**config.mk**
```make
export PLATFORM = sky130hd
export DESIGN_NAME = axil_reg_slave
export DESIGN_NICKNAME = d
export VERILOG_FILES = /design/src/rtl/axil_reg_slave.sv
export SDC_FILE = /design/constraint.sdc
export NUM_CORES = 1
export LEC_CHECK = 0
export CAP_MARGIN = 20
export CORE_AREA = 2 2 217 219
export DETAILED_ROUTE_END_ITERATION = 8
export DIE_AREA = 0 0 219 221
export PLACE_DENSITY = 0.79
export SLEW_MARGIN = 20
export SYNTH_ARGS = -nofsm -noshare
export SYNTH_HDL_FRONTEND = slang
export SYNTH_SLANG_ARGS = --single-unit
export TNS_END_PERCENT = 30
```
**constraint.sdc**
```tcl
create_clock -name aclk -period 3.07 [get_ports aclk]
set_input_delay 0.7675 -clock aclk [delete_from_list [all_inputs] [get_ports aclk]]
set_output_delay 0.7675 -clock aclk [all_outputs]
set_load 0.01 [all_outputs]
```
**src/rtl/axil_reg_slave.sv**
```systemverilog
// AXI4-Lite slave register bank: N_RW control registers plus N_RO read-only status words.
// Define AXIL_REG_ALIGN_CHECK_EN to reject accesses whose addr[1:0] is non-zero with SLVERR.
module axil_reg_slave #(
    parameter int                  ADDR_W    = 40,
    parameter logic [ADDR_W-1:0]   BASE_ADDR = 40'h00_A000_0000,
    parameter int                  N_RW      = 8,
    parameter int                  N_RO      = 4,
    parameter logic [N_RW*32-1:0]  RST_VAL   = '0
) (
    input  logic                                  aclk,
    input  logic                                  areset,
    input  logic                                  s_awvalid,
    output logic                                  s_awready,
    input  logic [ADDR_W-1:0]                     s_awaddr,
    input  logic [2:0]                            s_awprot,
    input  logic                                  s_wvalid,
    output logic                                  s_wready,
    input  logic [31:0]                           s_wdata,
    input  logic [3:0]                            s_wstrb,
    output logic                                  s_bvalid,
    input  logic                                  s_bready,
    output logic [1:0]                            s_bresp,
    input  logic                                  s_arvalid,
    output logic                                  s_arready,
    input  logic [ADDR_W-1:0]                     s_araddr,
    input  logic [2:0]                            s_arprot,
    output logic                                  s_rvalid,
    input  logic                                  s_rready,
    output logic [31:0]                           s_rdata,
    output logic [1:0]                            s_rresp,
    output logic [N_RW*32-1:0]                    reg_q,
    output logic [N_RW-1:0]                       reg_wr_stb,
    input  logic [((N_RO > 0) ? N_RO : 1)*32-1:0] ro_d
);

    localparam int         DEC_W  = $clog2(N_RW + N_RO) + 2;
    localparam int         IDX_W  = (DEC_W > 2) ? DEC_W - 2 : 1;
    localparam logic [1:0] OKAY   = 2'b00;
    localparam logic [1:0] SLVERR = 2'b10;
`ifdef AXIL_REG_ALIGN_CHECK_EN
    localparam bit         ALIGN_CHK = 1'b1;
`else
    localparam bit         ALIGN_CHK = 1'b0;
`endif

    // Word index inside the block window; a single-word bank has only index 0.
    function automatic logic [IDX_W-1:0] f_idx(input logic [ADDR_W-1:0] a);
        logic [ADDR_W-1:0] s;
        s     = a >> 2;
        f_idx = (DEC_W > 2) ? s[IDX_W-1:0] : '0;
    endfunction

    function automatic logic f_ok(input logic [ADDR_W-1:0] a);
        f_ok = ((a >> DEC_W) == (BASE_ADDR >> DEC_W)) && (!ALIGN_CHK || a[1:0] == 2'b00);
    endfunction

    logic [N_RW-1:0][31:0] r_regs;
    logic                  r_aw_held, r_w_held, r_bvalid;
    logic [ADDR_W-1:0]     r_aw_addr;
    logic [31:0]           r_wdata;
    logic [3:0]            r_wstrb;
    logic [1:0]            r_bresp;
    logic [N_RW-1:0]       r_wr_stb;
    logic                  r_rvalid;
    logic [31:0]           r_rdata;
    logic [1:0]            r_rresp;

    logic             w_commit, w_wr_rw;
    logic [IDX_W-1:0] w_wr_idx, w_ar_idx;
    logic             w_ar_ok, w_rd_err;
    logic [31:0]      w_rd_data;
    logic             w_unused;

    assign w_unused   = ^{s_awprot, s_arprot};

    assign s_awready  = !r_aw_held && !r_bvalid;
    assign s_wready   = !r_w_held && !r_bvalid;
    assign s_bvalid   = r_bvalid;
    assign s_bresp    = r_bresp;
    assign s_arready  = !r_rvalid;
    assign s_rvalid   = r_rvalid;
    assign s_rdata    = r_rdata;
    assign s_rresp    = r_rresp;
    assign reg_q      = r_regs;
    assign reg_wr_stb = r_wr_stb;

    assign w_commit = r_aw_held && r_w_held;
    assign w_wr_idx = f_idx(r_aw_addr);
    assign w_wr_rw  = f_ok(r_aw_addr) && (int'(w_wr_idx) < N_RW);

    // Write channel: AW and W park independently; the commit happens once both are present.
    // Strobe and new register value become visible together, alongside bvalid.
    always_ff @(posedge aclk) begin
        if (areset) begin
            r_regs    <= RST_VAL;
            r_aw_held <= 1'b0;
            r_w_held  <= 1'b0;
            r_aw_addr <= '0;
            r_wdata   <= '0;
            r_wstrb   <= '0;
            r_bvalid  <= 1'b0;
            r_bresp   <= OKAY;
            r_wr_stb  <= '0;
        end else begin
            r_wr_stb <= '0;
            if (s_awvalid && s_awready) begin
                r_aw_held <= 1'b1;
                r_aw_addr <= s_awaddr;
            end
            if (s_wvalid && s_wready) begin
                r_w_held <= 1'b1;
                r_wdata  <= s_wdata;
                r_wstrb  <= s_wstrb;
            end
            if (w_commit) begin
                r_aw_held <= 1'b0;
                r_w_held  <= 1'b0;
                r_bvalid  <= 1'b1;
                r_bresp   <= w_wr_rw ? OKAY : SLVERR;
                for (int i = 0; i < N_RW; i++) begin
                    if (w_wr_rw && int'(w_wr_idx) == i) begin
                        r_wr_stb[i] <= 1'b1;
                        for (int b = 0; b < 4; b++)
                            if (r_wstrb[b]) r_regs[i][8*b +: 8] <= r_wdata[8*b +: 8];
                    end
                end
            end else if (r_bvalid && s_bready) begin
                r_bvalid <= 1'b0;
            end
        end
    end

    assign w_ar_idx = f_idx(s_araddr);
    assign w_ar_ok  = f_ok(s_araddr);

    always_comb begin
        w_rd_data = '0;
        w_rd_err  = 1'b1;
        if (w_ar_ok) begin
            for (int i = 0; i < N_RW; i++) begin
                if (int'(w_ar_idx) == i) begin
                    w_rd_data = r_regs[i];
                    w_rd_err  = 1'b0;
                end
            end
            for (int j = 0; j < N_RO; j++) begin
                if (int'(w_ar_idx) == N_RW + j) begin
                    w_rd_data = ro_d[32*j +: 32];
                    w_rd_err  = 1'b0;
                end
            end
        end
    end

    // Read channel samples r_regs before any same-cycle commit lands, so it sees the old value.
    always_ff @(posedge aclk) begin
        if (areset) begin
            r_rvalid <= 1'b0;
            r_rdata  <= '0;
            r_rresp  <= OKAY;
        end else if (s_arvalid && !r_rvalid) begin
            r_rvalid <= 1'b1;
            r_rdata  <= w_rd_data;
            r_rresp  <= w_rd_err ? SLVERR : OKAY;
        end else if (r_rvalid && s_rready) begin
            r_rvalid <= 1'b0;
        end
    end

endmodule

```
**Word level (Yosys, flattened, before mapping)**

Cells that the tools add are included.

- Bits in registers: 380
- Bits of input ports: 257
- Output and inout port bits: 305
- Logic and storage cells: 164

- Order comparisons: 1
- Equal/unequal tests: 20
- Mux-type cells: 40
- Bitwise logic cells: 1
- Reduce and logical (&&, ||, !) cells: 59

Operators by type and width:

| kind | count |
|---|---|
| 32-bit two-way mux | 13 |
| 3-bit AND reduction | 32 |
| 34-bit by 26-bit equality test with 1-bit output (second input constant) | 2 |
| 4-bit equality test (second input constant) | 12 |
| 1-bit two-way mux | 25 |
| 1-bit logical AND | 17 |
| 4-bit by 3-bit equality test with 1-bit output (second input constant) | 4 |
| 4-bit by 2-bit equality test with 1-bit output (second input constant) | 2 |
| 4-bit zero test | 2 |
| 1-bit zero test | 4 |
| 4-bit less-than comparator (second input constant) | 1 |
| 2-bit two-way mux | 2 |
| 2-bit nonzero test | 2 |
| 2-bit OR reduction | 2 |
| 1-bit NOT | 1 |

**Logic depth before layout (Yosys ltp)**

Gate-level depths: netlist of the first run.

- Depth after elaboration: 15
- Gate-level depth with buffers: 9
- Mapped depth without buffers: 5

**Least setup slack after synthesis of the first run**

OpenSTA, ideal clock, no wires.

- Kind: input -> register
- Start point: input port s_araddr[4]
- End point: register r_rdata[13], in the netlist s_rdata[13]
- Setup time: 134 ps
- Arrival time: 2431 ps
- Setup slack: 505 ps
- Stages: 8
- Cells stage by stage: clkbuf_1 > clkbuf_1 > buf_1 > nand4b_1 > nor2_1 > nor3_1 > nor4_1 > a211oi_1

- Cells in the longest elaborated chain, start to end: 14
- Elaborated cells on any way between the ends: 25
- Classes of those cells: eq/ne: 11; mux: 13; reduce/logical: 1

RTL lines:

| item | line | source |
|---|---|---|
| start, declared | 25 | `input logic [ADDR_W-1:0] s_araddr,` |
| 4-bit zero test | 141 | `if (int'(w_ar_idx) == i) begin` |
| 32-bit two-way mux (8 in series) | 141 |  |
| 32-bit two-way mux (3 in series) | 147 | `if (int'(w_ar_idx) == N_RW + j) begin` |
| 32-bit two-way mux (*) | 147 |  |
| 32-bit two-way mux (*) | 139 | `if (w_ar_ok) begin` |
| end signal, assigned | 163 | `r_rdata <= w_rd_data;` |
| end, declared | 65 | `logic [31:0] r_rdata;` |

Every way passes the cells marked *; elsewhere a longest branch is shown, timed or not.
A chain may end at the register's enable or synchronous reset.

**Worst setup path after layout of the first run**

- Start point: register r_aw_addr[5]
- End point: register r_regs (netlist bit reg_q[190])

- Cells in the longest elaborated chain, start to end: 4
- Elaborated cells on any way between the ends: 5
- Classes of those cells: order compare: 1; eq/ne: 1; reduce/logical: 3

RTL lines:

| item | line | source |
|---|---|---|
| start, declared | 59 | `logic [ADDR_W-1:0] r_aw_addr;` |
| start signal, assigned | 108 | `r_aw_addr <= s_awaddr;` |
| 4-bit less-than comparator | 89 | `assign w_wr_rw = f_ok(r_aw_addr) && (int'(w_wr_idx) < N_RW);` |
| 1-bit logical AND | 89 |  |
| 1-bit logical AND (*) | 121 | `if (w_wr_rw && int'(w_wr_idx) == i) begin` |
| 3-bit AND reduction (no source line) (*) | -- |  |
| end signal, assigned by index | 124 | `if (r_wstrb[b]) r_regs[i][8*b +: 8] <= r_wdata[8*b +: 8];` |
| end, declared | 57 | `logic [N_RW-1:0][31:0] r_regs;` |

Marks and branches as above.

==> results of run 1 <==
path summary, 6_finish.rpt:
check	to	slack, ps	cells past startpoint
setup reg to reg	reg_q[190]	340	5
setup / recovery	reg_q[190]	340	5
hold reg to reg	s_rdata[30]	440	2
hold / removal	s_rdata[30]	440	2
logic make-up after synthesis:
family / count (synthesis)
flops: 376
other cells: 1
simple gates: 721
buf+inv: 175
mux: 327
compound gates: 338
stage by stage:
stage	hold slack, ps	area [um2]	util	cells	power, mW
2_1_floorplan	432	17900	-	1939	5.69
3_3_place_gp	433	24200	0.526	3004	6.31
3_5_place_dp	441	24200	0.526	3004	6.33
4_1_cts	450	25700	0.559	3081	11.8
5_1_grt	471	25700	0.559	3083	12.0
6_report	444	25700	0.559	3084	11.7
where the power goes:
part / total, mW / switching, mW / internal [mW]
logic: 1.22 / 0.630 / 0.594
registers: 5.01 / 0.0534 / 4.95
clock network: 5.45 / 2.16 / 3.29
final cells by class:
cell class                      instances  area share
Sequential cell                       376       0.293
Multi-Input combinational cell       1388       0.378
Inverter                                6    0.000875
Tap cell                              607      0.0295
Timing Repair Buffer                  627       0.240
Antenna cell                            3    0.000292
Clock buffer                           57      0.0486
Clock inverter                         20     0.00968
flip-flops by register name, summed over array words and instances, names as in the netlist:
register and cells:
reg_wr_stb 8, r_w_held 1, s_rresp 1, s_bresp 1, r_aw_addr 38, s_bvalid 1, r_wstrb 4, s_rdata 32
reg_q 256, r_aw_held 1, r_wdata 32, s_rvalid 1
worst max-delay path, stage by stage, from the launching register on:
cell and delay [ps]:
dfxtp_1 380, nor4_1 360, nand4_1 410, nor4_4 760, nand3_2 440, mux2i_1 240
metal layers:
| metal | part of all wire | vias to the layer above | GRT usage | routed length (um) |
|---|---|---|---|---|
| li1 | - | 7783 | - | - |
| met1 | 0.41 | 8361 | 0.392 | 32300 |
| met2 | 0.46 | 773 | 0.511 | 36100 |
| met3 | 0.071 | 168 | 0.0636 | 5570 |
| met4 | 0.050 | 0 | 0.139 | 3910 |
| met5 | 0 | - | 0 | 0 |
cells in the final DEF (no fill, tap or decap), types with 10 or more instances in the layout:
cell type / Yosys / final
a221oi_1: 18 / 18
clkinv_2: 0 / 10
clkdlybuf4s50_1: 0 / 544
o22ai_1: 12 / 12
a21oi_1: 120 / 120
nand2_1: 237 / 237
o2111a_1: 14 / 14
a22o_1: 23 / 23
mux4_2: 21 / 21
buf_4: 5 / 70
o21ai_0: 77 / 77
mux2i_1: 291 / 291
clkbuf_16: 0 / 44
nand2b_1: 298 / 298
a211oi_1: 10 / 10
dfxtp_1: 376 / 376
and3_1: 19 / 19
clkbuf_8: 0 / 10
a22oi_1: 17 / 17
nor2b_1: 15 / 12
nor4_1: 20 / 19
nand2_2: 17 / 17
mux2_2: 15 / 15
nor2_1: 44 / 43
==> impl_metrics.tcl, run 1 <==
set metrics [dict create \
    status "complete, no violations" \
    clk_latency_ps 580 \
    die_area_mm2 0.0484 \
    cap_violations 0 \
    drt-wirelength-per-cell_um 25.3 \
    clock_sinks 376 \
    yosys.cell_types.count 70 \
    cts_buffer_depth 3 \
    grt_antenna_before_repair 3 \
    num_io_pins 562 \
    fin_setup_tns_ps 0 \
    synth_compound_area_frac 0.122 \
    avgSynthCellArea_um2 9.25 \
    first_pass_iters 5 \
    place_ws_ps 88.6 \
    cts_buffers 43 \
    synth-edff-count 0 \
    ys_seq_area_frac 0.420 \
    cts_hold_buffers 0 \
    grtUsageTotal 0.311 \
    grt_pass1_vias 16900 \
    core-area_mm2 0.0461 \
    drt-total-wl_um 77900 \
    drtAntennaViolNets 0 \
    cp-end-kind "register" \
    arrival_ps 3170 \
    netlist.area_leader.share 0.420 \
    startpoint "r_aw_addr[5]" \
    grt_max_degree 87 \
    clock.fmax_mhz 366 \
    setup_ws_ps 338 \
    vias 17100 \
    place_congestion 0.961 \
    overflow 0 \
    critPathRequiredTime_ps 3510 \
    cts.htree.levels 2 \
    slew_violations 0 \
    fin_crit_sh 0.890 \
    ys_seq_elements 376 \
    synth_area_leader_cell "dfxtp_1" \
    synthesis.area_mm2 0.0179 \
    synth_fa_ha_area_frac 0 \
    yosysMostFrequentCell "dfxtp_1" \
    nets 2699 \
    multi_input_area_mm2 0.00974 \
    grt_pass1_wl_um 112000 \
    drive_gt1_frac 0.0990 \
    drt-initial-drc-count 1258 \
    synth_simple_gate_area_frac 0.220 \
    power_density_mw_per_mm2 454 \
    start_util 0.389 \
    synth.area.top_cells "dfxtp_1 42%, mux2i_1 16%, nand2b_1 10%, nand2_1 5.0%, a21oi_1 3.4%" \
    skew_ps 14.2 \
    die_w_um 219 \
    worstSetupPathType "register to register" \
    synthMuxAreaShare 0.198 \
    cp-start-kind "register" \
    rsz0062_at_grt "no" \
    portBuffers 549 \
    max_slew_margin 0.348 \
    r2r-start "r_aw_addr[5]" \
    fp.dieH_um 221 \
    peakVddDrop_mv 0.437 \
    synth_top_flop_cell "dfxtp_1" \
    synth_top_cells_by_count "376 x dfxtp_1, 298 x nand2b_1, 291 x mux2i_1" \
    hold_class "register to register" \
    path_clk_slew_ps 60 \
    cts_tree "done" \
    synth_async_sr_flop_share 0 \
    area_growth_pct 43.6 \
    ctsResizeCount 0 \
    setup_viol 0 \
    clk_root_buffer_cell "clkbuf_16" \
    final.fill_count 4097 \
    ys_warn_count 0 \
    synth_top_family_by_area "simple AND/OR/NAND/NOR gates" \
    hold_viol 0 \
    drc_errors 0 \
    postCtsSetupBuffers 0 \
    synthXorXnorAreaFrac 0 \
    min_from "s_rdata[30]" \
    cellLeakagePower_nw 10.5 \
    worst_pin_slew_ps 977 \
    synth_cells 1938 \
    hpwl_um 60200 \
    min_period_ps 2730 \
    rows 79 \
    viasPerCell 5.54 \
    seq_area_mm2 0.00753 \
    crit_fanout 8 \
]
No activity file was read; power rests on OpenSTA's default activity.
==> inputs of run 2 (changes only) <==
--- a/config.mk
+++ b/config.mk
@@ -9,7 +9,8 @@
 export CORE_AREA = 2 2 217 219
 export DETAILED_ROUTE_END_ITERATION = 8
 export DIE_AREA = 0 0 219 221
-export PLACE_DENSITY = 0.79
+export PLACE_DENSITY_LB_ADDON = 0.08
+export SKIP_LAST_GASP = 1
 export SLEW_MARGIN = 20
 export SYNTH_ARGS = -nofsm -noshare
 export SYNTH_HDL_FRONTEND = slang
==> run 2 against run 1 <==
Against the previous run:
- utilization is essentially flat
- power shrank 1.3%
- sequential share of layout area is essentially flat
- critical path depth shrank 3
- global-route usage shrank 0.25 points
- register-to-register slack gained 320 ps
- clock-buffer cell count grew 2
- combinational power is essentially flat
- largest cell class unchanged
- hold slack gained 10 ps
==> impl_metrics.tcl, run 2 (synthesis results as in run 1) <==
set metrics [dict create \
    setup_viol 0 \
    slew_violations 0 \
    drc_errors 0 \
    fin_setup_tns_ps 0 \
    clk_latency_ps 560 \
    ctsResizeCount 0 \
    switching_share 0.242 \
    hold_class "register to register" \
    startpoint "s_bvalid" \
    drt-initial-drc-count 1003 \
    fp.dieH_um 221 \
    status "complete, no violations" \
    slowest_delay_ps 580 \
    critPathRequiredTime_ps 2300 \
    start_util 0.389 \
    cp-end-kind "output pin" \
    cts_buffer_depth 3 \
    clock_sinks 376 \
    p_seq_frac 0.434 \
    place_congestion 0.937 \
    ff2ff_path_depth 6 \
    cp_num_buf_inv 1 \
    drt-wirelength-per-cell_um 24.8 \
    timing.hold.ws_ps 454 \
    skew_ps 13.3 \
    cellLeakagePower_nw 10.5 \
    r2r-start "r_aw_addr[5]" \
    power_density_mw_per_mm2 448 \
    layout_common_cells "544 x clkdlybuf4s50_1, 376 x dfxtp_1, 298 x nand2b_1" \
    setup_ws_ps 621 \
    grt_antenna_before_repair 7 \
    drt-total-wl_um 76900 \
    portBuffers 549 \
    num_io_pins 562 \
    worst_pin_slew_ps 944 \
    viasPerCell 5.32 \
    arrival_ps 1680 \
    layout_commonest_cell "clkdlybuf4s50_1" \
    rows 79 \
    crit_chain "nor2_1, clkdlybuf4s50_1" \
    core-area_mm2 0.0461 \
    grtUsageTotal 0.308 \
    cp-start-kind "register" \
    multi_input_area_mm2 0.00974 \
    overflow 0 \
    final.fill_count 4251 \
    seq_area_mm2 0.00753 \
    combPwrFrac 0.105 \
    drtAntennaViolNets 0 \
    path_clk_slew_ps 60 \
    first_pass_iters 6 \
    area_growth_pct 43.6 \
    min_period_ps 2450 \
    postCtsSetupBuffers 0 \
    fin_crit_sh 0.798 \
    place_ws_ps 108 \
    crit_slowest_cell "clkdlybuf4s50_1" \
    clock.fmax_mhz 408 \
    grt_pass1_vias 16200 \
    die_area_mm2 0.0484 \
    peakVddDrop_mv 0.321 \
    hold_viol 0 \
    cts_tree "done" \
    grt_max_degree 122 \
    clkPwrFrac 0.460 \
    largest_reg_flops 256 \
    die_w_um 219 \
    power.internal_mw 8.74 \
    cts_hold_buffers 0 \
    hpwl_um 59800 \
    drive_gt1_frac 0.101 \
    vias 16500 \
    cts_buffers 42 \
    crit_family "buffers and inverters" \
    hold_path_depth 2 \
    crit_fanout 4 \
    grt_pass1_wl_um 111000 \
    clk_root_buffer_cell "clkbuf_16" \
    cap_violations 0 \
    p_switching_mw 2.79 \
    worst-path-stages 2 \
    rsz0062_at_grt "no" \
    worstSetupPathType "register to output pin" \
    cts.htree.levels 2 \
    nets 2705 \
    max_slew_margin 0.370 \
    min_from "r_aw_addr[33]" \
]
[run 2: tightest hold or removal path, stage by stage, from the launching register on]
cell and delay [ps]:
dfxtp_1 310, nand2_1 50, a21oi_1 50
[run 2: cell type report]
cell class	instances	share of cell area
multi-input cells	1388	0.378
flip-flops and latches	376	0.292
repair buffers	634	0.242
clock buffers	59	0.0488
well taps	607	0.0295
clock inverters	18	0.00768
inverters	6	0.000875
diodes	8	0.000778
[run 2: power groups by stage]
stage / clock (mW) / sequential, mW / combinational [mW]
detailed placement: 0 / 5.11 / 1.21
floorplan: 0 / 5.09 / 0.593
finish: 5.31 / 5.01 / 1.22
CTS: 5.39 / 5.01 / 1.22
global placement: 0 / 5.11 / 1.20
global route: 5.60 / 5.01 / 1.30
[run 2: through the flow]
stage | std cells | util | total power, mW | instance area [um2]
after floorplan | 1939 | - | 5.69 | 17900
after global placement | 3011 | 0.527 | 6.31 | 24300
after detailed placement | 3011 | 0.527 | 6.33 | 24300
after CTS | 3088 | 0.558 | 11.6 | 25700
after global routing | 3096 | 0.559 | 11.9 | 25700
final | 3096 | 0.559 | 11.5 | 25700
[run 2: final timing paths]
path | to | slack (ps)
hold reg to reg | r_aw_addr[33] | 450
hold / removal | r_aw_addr[33] | 450
setup reg to reg | reg_q[50] | 660
setup / recovery | s_wready | 620
[run 2: routing by layer]
| metal | share of wire | GRT usage | up-vias | wire length, um |
|---|---|---|---|---|
| met2 | 0.47 | 0.504 | 567 | 36000 |
| met5 | 0 | 0 | - | 0 |
| met3 | 0.073 | 0.0722 | 105 | 5640 |
| met1 | 0.42 | 0.393 | 8000 | 32600 |
| li1 | - | - | 7813 | - |
| met4 | 0.035 | 0.116 | 0 | 2690 |
